File: src/rtl/sum_result_fifo.sv
`default_nettype none
// ============================================================================
// Module   : sum_result_fifo
// Brief    : DEPTH-entry first-word-fall-through result buffer placed after
//            the one-cycle adder stage. Captures unthrottled sum pulses,
//            hands them to the consumer over valid/ready and records dropped
//            sums in a sticky overflow flag.
// Options  : define SUM_FIFO_ACC_EN to add the 'acc' port, a running
//            modulo-2^ACC_W sum of every popped value.
// Revision : 1.0  initial release
// ============================================================================
module sum_result_fifo #(
  parameter int W     = 20,
  parameter int DEPTH = 4,
  parameter int ACC_W = 32
) (
  input  logic                     clk,
  input  logic                     rst,
  input  logic                     in_valid,
  input  logic [W-1:0]             in_data,
  output logic                     out_valid,
  output logic [W-1:0]             out_data,
  input  logic                     out_ready,
  output logic [$clog2(DEPTH):0]   level,
  output logic                     overflow,
  input  logic                     clr_ovf
`ifdef SUM_FIFO_ACC_EN
  ,
  output logic [ACC_W-1:0]         acc
`endif
);

  localparam int c_AW = $clog2(DEPTH);
  localparam logic [c_AW:0] c_ONE = {{c_AW{1'b0}}, 1'b1};

  // Pointers carry one extra wrap bit so full and empty are distinguishable.
  logic [c_AW:0]   r_wr_ptr;
  logic [c_AW:0]   r_rd_ptr;
  logic [c_AW:0]   r_level;
  logic            r_overflow;
  logic [W-1:0]    r_mem [DEPTH];

  logic            w_empty;
  logic            w_full;
  logic            w_pop;
  logic            w_push;
  logic            w_ovf_evt;
  logic [c_AW-1:0] w_wr_idx;
  logic [c_AW-1:0] w_rd_idx;

  assign w_wr_idx  = r_wr_ptr[c_AW-1:0];
  assign w_rd_idx  = r_rd_ptr[c_AW-1:0];
  assign w_empty   = (r_wr_ptr == r_rd_ptr);
  assign w_full    = (w_wr_idx == w_rd_idx) && (r_wr_ptr[c_AW] != r_rd_ptr[c_AW]);
  assign w_pop     = !w_empty && out_ready;
  // A full buffer still accepts a sum when the head leaves in the same cycle.
  assign w_push    = in_valid && (!w_full || w_pop);
  assign w_ovf_evt = in_valid && w_full && !w_pop;

  assign out_valid = !w_empty;
  assign out_data  = w_empty ? '0 : r_mem[w_rd_idx];
  assign level     = r_level;
  assign overflow  = r_overflow;

  // Pointer, occupancy and sticky overflow bookkeeping.
  always_ff @(posedge clk) begin
    if (rst) begin
      r_wr_ptr   <= '0;
      r_rd_ptr   <= '0;
      r_level    <= '0;
      r_overflow <= 1'b0;
    end else begin
      if (w_push) r_wr_ptr <= r_wr_ptr + c_ONE;
      if (w_pop)  r_rd_ptr <= r_rd_ptr + c_ONE;
      case ({w_push, w_pop})
        2'b10:   r_level <= r_level + c_ONE;
        2'b01:   r_level <= r_level - c_ONE;
        default: r_level <= r_level;
      endcase
      // A new drop in the same cycle as a clear leaves the flag set.
      if (w_ovf_evt)    r_overflow <= 1'b1;
      else if (clr_ovf) r_overflow <= 1'b0;
    end
  end

  // Storage array; contents are don't-care until written, so no reset.
  always_ff @(posedge clk) begin
    if (w_push) r_mem[w_wr_idx] <= in_data;
  end

`ifdef SUM_FIFO_ACC_EN
  logic [ACC_W-1:0] r_acc;
  assign acc = r_acc;

  // Running sum of every value handed to the consumer, wrapping at 2^ACC_W.
  always_ff @(posedge clk) begin
    if (rst)        r_acc <= '0;
    else if (w_pop) r_acc <= r_acc + {{(ACC_W-W){1'b0}}, out_data};
  end
`else
  // Accumulator absent; ACC_W only keeps one parameter list for both builds.
  if (ACC_W < 1) begin : g_acc_absent
  end
`endif

endmodule
`default_nettype wire

File: config.mk
export PLATFORM = sky130hd
export DESIGN_NAME = sum_result_fifo
export DESIGN_NICKNAME = d
export VERILOG_FILES = /design/src/rtl/sum_result_fifo.sv
export SDC_FILE = /design/constraint.sdc
export NUM_CORES = 1
export LEC_CHECK = 0
export ABC_CLOCK_PERIOD_IN_PS = 3760
export BUFFER_PORTS_ARGS = -buffer_cell sky130_fd_sc_hd__buf_2
export CAP_MARGIN = 20
export CORE_UTILIZATION = 59
export CTS_BUF_LIST = sky130_fd_sc_hd__clkbuf_8
export CTS_CLUSTER_DIAMETER = 100
export CTS_CLUSTER_SIZE = 28
export DETAILED_ROUTE_END_ITERATION = 8
export GPL_TIMING_DRIVEN = 0
export PLACE_DENSITY = 0.81
export SLEW_MARGIN = 15
export SYNTH_ARGS = -nofsm -noshare
export SYNTH_HDL_FRONTEND = slang
export SYNTH_SLANG_ARGS = --single-unit
File: constraint.sdc
create_clock -name clk -period 3.76 [get_ports clk]
set_input_delay 0.94 -clock clk [delete_from_list [all_inputs] [get_ports clk]]
set_output_delay 0.94 -clock clk [all_outputs]
set_load 0.1 [all_outputs]
Yosys cells after proc, flatten, opt, wreduce, memory -nomap -nowiden --
Memory sizes are Yosys's and may differ from the RTL's. A register that Yosys moved wholly into a read port is not among the register bits. Cells that the tools add are included. Widths: inputs -> output; s select.
Storage, ports and cells: bits in registers 10, latch bits 0, bits in writable memories 80, memory bits (read-only) 0, output and inout port bits 25, memories 1
Operators by class: add/sub/neg operators 4, multipliers 0, div/mod/pow operators 0, $lt $le $gt $ge 0, equal/unequal tests 5, shifts and indexed selects 0, mux-type cells 8, bitwise operators 0, reductions and logical operators 11
Memory list:
- r_mem | depth 4, bits a word 20, read ports 1, clocked after Yosys merged registers in 1, write ports 1, RTL line 41 | logic [W-1:0] r_mem [DEPTH];
Operators by type and width (number):
- $mux 20 | 1
- $add 3x1->3 const B | 3
- $pmux 3 s2 | 1
- $logic_and 1x1->1 | 5
- $mux 1 | 4
- $mux 2 | 2
- $reduce_bool 2->1 | 2
- $eq 3x3->1 | 1
- $logic_not 1->1 | 3
- $sub 3x1->3 const B | 1
- $eq 2x1->1 const B | 1
- $eq 2x2->1 | 1
- $eq 2x2->1 const B | 1
- $logic_or 1x1->1 | 1
- $ne 1x1->1 | 1

Depth between registers and ports, before layout --
Gate-level depths: netlist of the first run.
depth in word-level cells 7, gate-level depth with buffers 8, mapped depth without buffers 8

Worst setup path after synthesis of the first run --
Ideal clock, no wire load.
kind register to output, start register r_wr_ptr[0], end output out_data[0], data arrival time 2465 ps, data required time 2820 ps, path slack 355 ps, stages on the path, launching flop included 6, cell sequence dfxtp_1 xor2_2 or2_2 nor2_1 buf_2 nor2b_1
Between the ends: cells in the longest elaborated chain, start to end 2
RTL lines:
- from (decl) | RTL line 37 | logic [c_AW:0] r_wr_ptr;
- from (signal assigned) | RTL line 73 | if (w_push) r_wr_ptr <= r_wr_ptr + c_ONE;
- $eq 3x3->1 | RTL line 53 | assign w_empty = (r_wr_ptr == r_rd_ptr);
- $mux 20 | RTL line 61 | assign out_data = w_empty ? '0 : r_mem[w_rd_idx];
- to (decl) | RTL line 22 | output logic [W-1:0] out_data,
No other way between the ends.

Worst setup path after layout of the first run --
start register r_wr_ptr[0], end output out_data[11]
Same word-level chain as after synthesis.

==> flow_summary_export.csv, run 1 <==
group,metric,value,unit
status,outcome,"complete, no violations",
routing,ant_nets,0,
logic_synthesis,synthCells,207,
cells_and_area,final_cell_mix,"80 x edfxtp_1, 52 x buf_2, 21 x nor2b_1, 20 x mux4_2, 13 x nor2_1",
power_and_ir_drop,seq_power_share,39.2,%
routing,wl_per_cell,17.1,microns
die,io_pins,50,
clock_tree,clock-root-buffer,"clkbuf_8",
setup_path,crit_type,"register to output port",
timing,setup_tns,0,ns
clock_tree,cts_resized,0,
setup_path,crit_fanout,10,
timing,worstMarginPinSlew,0.802,ns
cells_and_area,nets,300,
setup_path,worstPathArrival,2.32,ns
routing,initialDrtViolationCount,69,
global_route,antenna_found_initial,0,
logic_synthesis,yosys_warnings,0,
power_and_ir_drop,switching_share,42.7,%
placed_design,hpwl,4.05,mm
routing,dr.pass1.iters,4,
clock_tree,insertion_delay,0.35,ns
global_route,grt_overflow_total,0,
power_and_ir_drop,p_sw,1.31,mW
routing,via_count,1939,
routing,via_per_inst,5.56,
die,core-area,6030,sq um
global_route,grt_use_total,20.4,%
cells_and_area,layout.cells.non_filler,349,
setup_path,start_kind,"register",
logic_synthesis,yosysSeqAreaShare,70.4,%
timing,final-setup-viol-count,0,
routing,finalWirelength,5.98,mm
placed_design,placed_cells,333,
clock_tree,cts_made_buffers,9,
clock_tree,clock-sinks,92,
logic_synthesis,synth.avg_cell_area,18.1,sq um
setup_path,reg2reg_slack,0.93,ns
worst_hold_path,hp-start,"r_wr_ptr[2]",
setup_path,r2r_cells,8,
cells_and_area,fin_util,72.0,%
logic_synthesis,ys_ff_latch,92,
power_and_ir_drop,p_comb_share,39.7,%
power_and_ir_drop,clkPwrFrac,21.1,%
cells_and_area,antenna_cells,0,
logic_synthesis,synth_cell_types,32,
global_route,grt_pass1_wl,9.40,mm
global_route,grt_pass1_vias,1930,
timing,skew,0.00735,ns
clock_tree,post_cts_buffers,0,
clock_tree,htreeDepth,3,
timing,finalCriticalPeriod,3.26,ns
clock_tree,clk_pin_slew,0.08,ns
power_and_ir_drop,p_per_area,706,nW/um^2
die,core.rowCount,28,
cells_and_area,final_common_cell,"edfxtp_1",
global_route,grt_start_max_net_pins,17,
run,drv_cap,0,
cells_and_area,area_growth,15.6,%
setup_path,crit_start,"r_wr_ptr[0]",
die,fp.dieW,81.7,microns
setup_path,critPathCapture,"out_data[11]",
setup_path,regToRegEndpoint,"level[2]",
die,start_util,62.3,%
timing,max-slew-margin-rel,46.5,%
setup_path,r2r-start,"r_wr_ptr[0]",
setup_path,cp.required,2.82,ns
logic_synthesis,syn_area,3750,sq um
power_and_ir_drop,ir_drop,0.531,mV
worst_hold_path,hp-class,"register to register",
die,fp.dieH,81.7,microns
placed_design,place_congestion,0.724,
timing,rsz0062_at_grt,"no",
die,die-area,6680,sq um
routing,drc_errors,0,
clock_tree,cts_hold_buf,0,
power_and_ir_drop,p_leak,1.54,nW
cells_and_area,drive_gt1_share,38.7,%
logic_synthesis,synth_fp_nets,238,
clock_tree,clock_path_buffers,2,
timing,fmax,307,MHz
placed_design,numPortBuffers,47,
timing,finalHoldViolations,0,
setup_path,worst_setup_path_end_kind,"output port",
power_and_ir_drop,p_int,1.75,mW
timing,finalCritPeriodShare,86.7,%
clock_tree,cts_tree,"built",
timing,maxSlewViolCount,0,
cell type report:
| class | count | area [sq um] |
|---|---|---|
| inverters | 9 | 33.8 |
| fillers | 395 | 1690 |
| clock inverters | 7 | 75.1 |
| well taps | 75 | 93.8 |
| repair buffers | 51 | 284 |
| multi-input cells | 97 | 1040 |
| plain buffers | 9 | 40.0 |
| flip-flops and latches | 92 | 2640 |
| clock buffers | 9 | 124 |
worst max-delay path: stages (launching register included):
cell and delay (ns):
dfxtp_1 0.44, xor2_2 0.40, or2_2 0.21, nor2_1 0.07, buf_2 0.22, nor2b_1 0.17, buf_2 0.45
synthesized netlist by cell type (all sizes together):
master / n / area share [%]
inv: 9 / 0.90
dfxtp: 12 / 6.4
a2bb2oi: 1 / 0.23
o31ai: 1 / 0.20
o21ai: 1 / 0.13
nor3: 1 / 0.13
mux2i: 2 / 0.53
or3b: 1 / 0.23
o41ai: 1 / 0.73
edfxtp: 80 / 64
xnor2: 3 / 0.70
o311ai: 1 / 0.23
mux4: 20 / 12
nor4: 3 / 0.50
mux2: 2 / 0.60
nor2: 17 / 1.7
nand3b: 1 / 0.20
fa: 1 / 0.53
buf: 5 / 0.67
o211ai: 2 / 0.53
nand2b: 1 / 0.17
or2: 3 / 0.50
o31a: 1 / 0.23
ha: 5 / 1.7
or3: 1 / 0.17
xor2: 5 / 1.9
nor2b: 21 / 3.5
clkbuf: 4 / 0.40
a21oi: 2 / 0.27
through the flow:
step	cell area, sq um	hold WS (ns)	power [mW]	worst slack (ns)
3_3_place_gp	4080	0.511	2.42	0.495
2_1_floorplan	3750	0.495	2.26	0.355
4_1_cts	4340	0.526	3.09	0.478
3_5_place_dp	4140	0.514	2.45	0.524
6_report	4340	0.526	3.06	0.501
5_1_grt	4340	0.578	3.18	0.382
worst min path at each step:
| stage | end | slack [ns] | cells after the start |
|---|---|---|---|
| 3_3_place_gp | r_wr_ptr[2] | 0.51 | 2 |
| 6_report | r_wr_ptr[2] | 0.53 | 2 |
| 2_1_floorplan | r_wr_ptr[2] | 0.49 | 2 |
| 5_1_grt | r_wr_ptr[2] | 0.58 | 2 |
| 4_1_cts | r_wr_ptr[2] | 0.53 | 2 |
| 3_5_place_dp | r_wr_ptr[2] | 0.51 | 2 |
routing by layer:
layer,global-route usage [%],up-vias,routed length [microns]
li1,-,915,-
met1,26.2,962,2540
met2,32.6,53,3080
met3,4.67,9,265
met4,10.7,0,104
met5,0,-,0
flip-flops by register name, indices dropped and copies added, names as in the netlist, named ones only:
signal,flops
r_wr_ptr,3
level,3
r_mem,80
r_rd_ptr,3
overflow,1
logic make-up after synthesis:
family	synth area share, %
AO/OA/AOI/OAI	2.57
XOR/XNOR	2.57
adder cells (fa/ha/maj)	2.20
buffers and inverters	1.97
flip-flops	70.4
multiplexers	13.1
AND/OR/NAND/NOR	7.11
power by group through the flow:
stage	clock network (mW)	registers (mW)	logic, mW
global placement	0	1.22	1.20
global route	0.694	1.21	1.28
CTS	0.658	1.20	1.22
floorplan	0	1.29	0.969
detailed placement	0	1.23	1.22
finish	0.647	1.20	1.22
(Power assumes the default switching activity.)
==> run 2: changes to the inputs <==
Settings changed: BUFFER_PORTS_ARGS -buffer_cell sky130_fd_sc_hd__buf_2 to not set, CORE_UTILIZATION 59 to 65, DONT_BUFFER_PORTS set to 1.
==> run 2 against run 1 <==
Net effect: hold slack improved by 0.013 ns; die area decreased by 9.0%; global-route usage increased by 1.6 points; critical endpoint is now out_data[0]; sequential share of layout area increased by 3.0 points; non-clock buffer count decreased by 47; core utilization increased by 2.6 points; first-iteration DRC count increased by 46%; clock-buffer cell count unchanged; maximum frequency decreased by 7.4%.
==> flow_summary_export.csv, run 2 (synthesis results as in run 1) <==
group,metric,value,unit
status,outcome,"complete, no violations",
setup_path,critPathMaxStageDelay,0.88,ns
die,fp.dieH,78.0,microns
setup_path,cp_cell_sequence,"xor2_4 > or2_2 > nor2_1 > buf_2 > nor2b_2",
timing,finalCritPeriodShare,93.6,%
setup_path,crit_type,"register to output port",
clock_tree,cts_resized,0,
power_and_ir_drop,p_leak,1.35,nW
routing,wl_per_cell,20.1,microns
clock_tree,post_cts_buffers,0,
cells_and_area,largest_register_ffs,80,
timing,fmax,284,MHz
placed_design,hpwl,4.21,mm
global_route,grt_use_total,22.0,%
routing,ant_nets,0,
clock_tree,cts_made_buffers,9,
setup_path,start_kind,"register",
routing,drc_errors,0,
run,drv_cap,0,
cells_and_area,regMostFlops,"r_mem",
routing,finalWirelength,6.00,mm
cells_and_area,drive_gt1_share,33.5,%
timing,worstMarginPinSlew,1.13,ns
placed_design,place_congestion,0.808,
clock_tree,clock-sinks,92,
die,core.rowCount,27,
setup_path,reg2reg_slack,0.94,ns
setup_path,worstSetupPathDepth,5,
routing,via_per_inst,5.90,
timing,finalHoldViolations,0,
setup_path,path_delay_family,"simple AND/OR/NAND/NOR gates",
die,fp.dieW,78.0,microns
clock_tree,clk_pin_slew,0.08,ns
cells_and_area,nets,253,
global_route,grt_pass1_vias,1878,
setup_path,slowest_stage,"nor2b_2",
routing,dr.pass1.iters,4,
setup_path,cp.required,2.82,ns
global_route,grt_pass1_wl,9.48,mm
power_and_ir_drop,p_per_area,709,nW/um^2
setup_path,r2r_cells,8,
timing,skew,0.00565,ns
setup_path,crit_start,"r_wr_ptr[1]",
timing,setup_tns,0,ns
placed_design,post_dp_cell_area,3970,sq um
setup_path,critPathCapture,"out_data[0]",
setup_path,r2r-start,"r_wr_ptr[0]",
die,io_pins,50,
power_and_ir_drop,ir_drop,0.601,mV
timing,final-setup-viol-count,0,
cells_and_area,final_cell_mix,"80 x edfxtp_1, 20 x mux4_2, 20 x nor2b_2, 13 x nor2_1, 12 x dfxtp_1",
cells_and_area,final_common_cell,"edfxtp_1",
timing,finalCriticalPeriod,3.52,ns
setup_path,regToRegEndpoint,"level[2]",
clock_tree,cts_tree,"built",
cells_and_area,fin_area,4140,sq um
setup_path,cp_num_buf_inv,1,
clock_tree,clock-root-buffer,"clkbuf_8",
cells_and_area,antenna_cells,0,
die,start_util,67.7,%
clock_tree,clock_path_buffers,2,
die,die-area,6080,sq um
global_route,grt_start_max_net_pins,16,
timing,maxSlewViolCount,0,
worst_hold_path,hp-class,"register to register",
routing,via_count,1765,
die,core-area,5540,sq um
setup_path,crit_fanout,10,
placed_design,numPortBuffers,0,
timing,rsz0062_at_grt,"no",
global_route,antenna_found_initial,0,
cells_and_area,area_growth,10.2,%
setup_path,worst_setup_path_end_kind,"output port",
clock_tree,insertion_delay,0.34,ns
timing,max-slew-margin-rel,24.3,%
setup_path,worstPathArrival,2.58,ns
clock_tree,htreeDepth,3,
routing,initialDrtViolationCount,101,
global_route,grt_overflow_total,0,
clock_tree,cts_hold_buf,0,
-- run 2: final cells by class --
| cell class | instances | area [sq um] |
|---|---|---|
| plain buffers | 9 | 40.0 |
| clock buffers | 9 | 124 |
| clock inverters | 7 | 41.3 |
| fillers | 325 | 1410 |
| inverters | 9 | 33.8 |
| multi-input cells | 97 | 1090 |
| flip-flops and latches | 92 | 2640 |
| well taps | 72 | 90.1 |
| repair buffers | 4 | 68.8 |
-- run 2: report_power, final --
part           total, mW  internal [mW]  leakage, nW  switching [mW]
logic               1.10          0.229        0.436           0.867
clock network      0.560          0.237       0.0825           0.323
registers           1.28           1.17        0.833           0.101
-- run 2: per-layer routing --
metal	track usage (%)	wire length, microns
met5	0	0
met4	10.4	116
met3	5.88	349
met2	37.3	3210
met1	26.4	2330
-- run 2: worst reg2reg max path: cells and delay by family (launching register included) --
kind | cells | cell delay, ns
adders and majority gates | 1 | 0.44
and+or+nand+nor | 3 | 0.85
AOI/OAI and AO/OA | 3 | 0.61
DFF | 1 | 0.43
xor gates and xnor gates | 1 | 0.37
-- run 2: worst min path at each step --
stage | end | cells past startpoint | slack, ns | startpoint
final | r_wr_ptr[2] | 2 | 0.54 | r_wr_ptr[2]
after global routing | r_wr_ptr[2] | 2 | 0.57 | r_wr_ptr[2]
after CTS | r_wr_ptr[2] | 2 | 0.55 | r_wr_ptr[2]
after detailed placement | r_wr_ptr[2] | 2 | 0.53 | r_wr_ptr[2]
after global placement | r_wr_ptr[2] | 2 | 0.51 | r_wr_ptr[2]
after floorplan | r_wr_ptr[2] | 2 | 0.49 | r_wr_ptr[2]
-- run 2: metrics by stage --
stage | power (mW) | worst slack, ns | instances | utilization, % | hold slack (ns)
floorplan | 2.26 | 0.355 | 207 | - | 0.495
global placement | 2.33 | 0.160 | 279 | 69.3 | 0.513
detailed placement | 2.40 | 0.523 | 283 | 71.7 | 0.531
CTS | 2.95 | 0.226 | 299 | 74.6 | 0.546
global route | 3.03 | 0.136 | 299 | 74.6 | 0.573
finish | 2.93 | 0.239 | 299 | 74.6 | 0.539
==> run 3: changes to the inputs <==
Settings changed: CORE_MARGIN set to 2, REMOVE_ABC_BUFFERS set to 1.
==> run 3 against run 2 <==
Net effect: non-clock buffer count fell by 9; die area grew 5.2%; core utilization is 0.47 points lower; critical path type unchanged; largest power group unchanged; flip-flop and latch count is the same; clock-buffer cell count is 2 higher; global-route usage down 1.2 points; total power about the same; worst setup slack gained 0.015 ns; final area shrank 0.64%; maximum frequency is 0.43% higher; sequential power up 3%.
==> flow_summary_export.csv, run 3 (synthesis results as in run 1) <==
group,metric,value,unit
setup_path,worstPathArrival,2.57,ns
placed_design,post_dp_cell_area,3930,sq um
clock_tree,cts_tree,"built",
global_route,grt_use_total,20.8,%
placed_design,placed_cells,274,
setup_path,critPathMaxStageDelay,0.98,ns
setup_path,cp.required,2.82,ns
die,core-area,5540,sq um
cells_and_area,num-fill-cells,331,
cells_and_area,regMostFlops,"r_mem",
clock_tree,clock-root-buffer,"clkbuf_8",
power_and_ir_drop,ir_drop,0.507,mV
cells_and_area,layout.cells.non_filler,291,
setup_path,crit_fanout,20,
routing,dr.pass1.iters,4,
timing,setup_tns,0,ns
die,fp.dieW,80.0,microns
global_route,grt_start_max_net_pins,22,
setup_path,r2r_cells,8,
die,die-area,6390,sq um
cells_and_area,final_cell_mix,"80 x edfxtp_1, 20 x mux4_2, 20 x nor2b_2, 12 x nor2_1",
cells_and_area,nets,245,
timing,maxSlewViolCount,0,
clock_tree,clk_pin_slew,0.08,ns
setup_path,regToRegEndpoint,"level[2]",
power_and_ir_drop,p_leak,1.34,nW
setup_path,reg2reg_slack,0.83,ns
timing,final-setup-viol-count,0,
clock_tree,clock_path_buffers,2,
global_route,grt_pass1_vias,1904,
setup_path,worst_setup_path_end_kind,"output port",
run,drv_cap,0,
cells_and_area,fin_util,74.2,%
cells_and_area,fin_area,4110,sq um
routing,via_per_inst,6.01,
timing,worstMarginPinSlew,1.12,ns
setup_path,r2r-start,"r_rd_ptr[2]",
cells_and_area,largest_register_ffs,80,
cells_and_area,final_common_cell,"edfxtp_1",
timing,skew,0.00727,ns
timing,finalCritPeriodShare,93.2,%
cells_and_area,area_growth,9.54,%
placed_design,numPortBuffers,0,
die,io_pins,50,
routing,via_count,1748,
cells_and_area,antenna_cells,0,
placed_design,hpwl,4.09,mm
setup_path,start_kind,"register",
setup_path,cp_cell_sequence,"mux4_2 > nor2b_2",
routing,drc_errors,0,
cells_and_area,drive_gt1_share,34.2,%
clock_tree,clock-sinks,92,
routing,initialDrtViolationCount,92,
cells_and_area,regArea,2640,sq um
die,core.rowCount,27,
worst_hold_path,hp-class,"register to register",
clock_tree,htreeDepth,3,
setup_path,crit_type,"register to output port",
timing,finalCriticalPeriod,3.51,ns
timing,finalHoldViolations,0,
setup_path,slowest_stage,"dfxtp_1",
global_route,grt_pass1_wl,9.45,mm
power_and_ir_drop,p_per_area,713,nW/um^2
routing,finalWirelength,6.16,mm
placed_design,place_congestion,0.754,
cells_and_area,multi_input_area,1110,sq um
setup_path,critPathCapture,"out_data[15]",
timing,fmax,285,MHz
die,fp.dieH,80.0,microns
routing,wl_per_cell,21.2,microns
timing,rsz0062_at_grt,"no",
clock_tree,insertion_delay,0.34,ns
global_route,grt_overflow_total,0,
timing,max-slew-margin-rel,25.3,%
timing,whs,0.539,ns
clock_tree,post_cts_buffers,0,
clock_tree,cts_made_buffers,9,
routing,ant_nets,0,
die,start_util,67.7,%
global_route,antenna_found_initial,0,
status,outcome,"complete, no violations",
## run 3: layout make-up
class	count	share of cell area, %
Clock inverter	5	0.518
Clock buffer	11	3.68
Timing Repair Buffer	4	1.37
Sequential cell	92	64.3
Tap cell	72	2.19
Inverter	9	0.914
Multi-Input combinational cell	98	27.0
## run 3: worst min path at each step
stage                start           to  slack, ns  depth (start not counted)
2_1_floorplan  r_wr_ptr[2]  r_wr_ptr[2]       0.49                          2
3_3_place_gp   r_wr_ptr[2]  r_wr_ptr[2]       0.50                          2
3_5_place_dp   r_wr_ptr[2]  r_wr_ptr[2]       0.53                          2
4_1_cts        r_wr_ptr[2]  r_wr_ptr[2]       0.54                          2
5_1_grt        r_wr_ptr[2]  r_wr_ptr[2]       0.58                          2
6_report       r_wr_ptr[2]  r_wr_ptr[2]       0.54                          2
## run 3: where the power goes
group	total, mW	internal (mW)	switching [mW]
Combinational	1.05	0.219	0.833
Clock	0.559	0.267	0.292
Sequential	1.32	1.18	0.145
Total	2.93	1.66	1.27
## run 3: per-layer routing
layer  GRT usage [%]  vias up  share of wire, %
met3            6.56       11               5.8
met4            9.83        0               1.5
met1            23.9      895                38
li1                -      795                 -
met5               0        -                 0
met2            35.5       47                55
## run 3: critical path, delay by kind of cell (launching register included)
kind             cells  cell delay, ns
flip-flops           1            0.98
multiplexers         1            0.36
AND/OR/NAND/NOR      1            0.89
## run 3: repair_timing
action                     CTS  global route
hold buffers                 0             0
setup endpoints to repair    0             1
resized for setup            0             1
hold endpoints to repair     0             0
## run 3: stage by stage
stage                     setup slack [ns]  power (mW)
after floorplan                     0.0789        2.24
after global placement              -0.284        2.31
after detailed placement             0.464        2.39
after CTS                           0.0791        2.95
after global routing                 0.161        3.04
final                                0.254        2.93
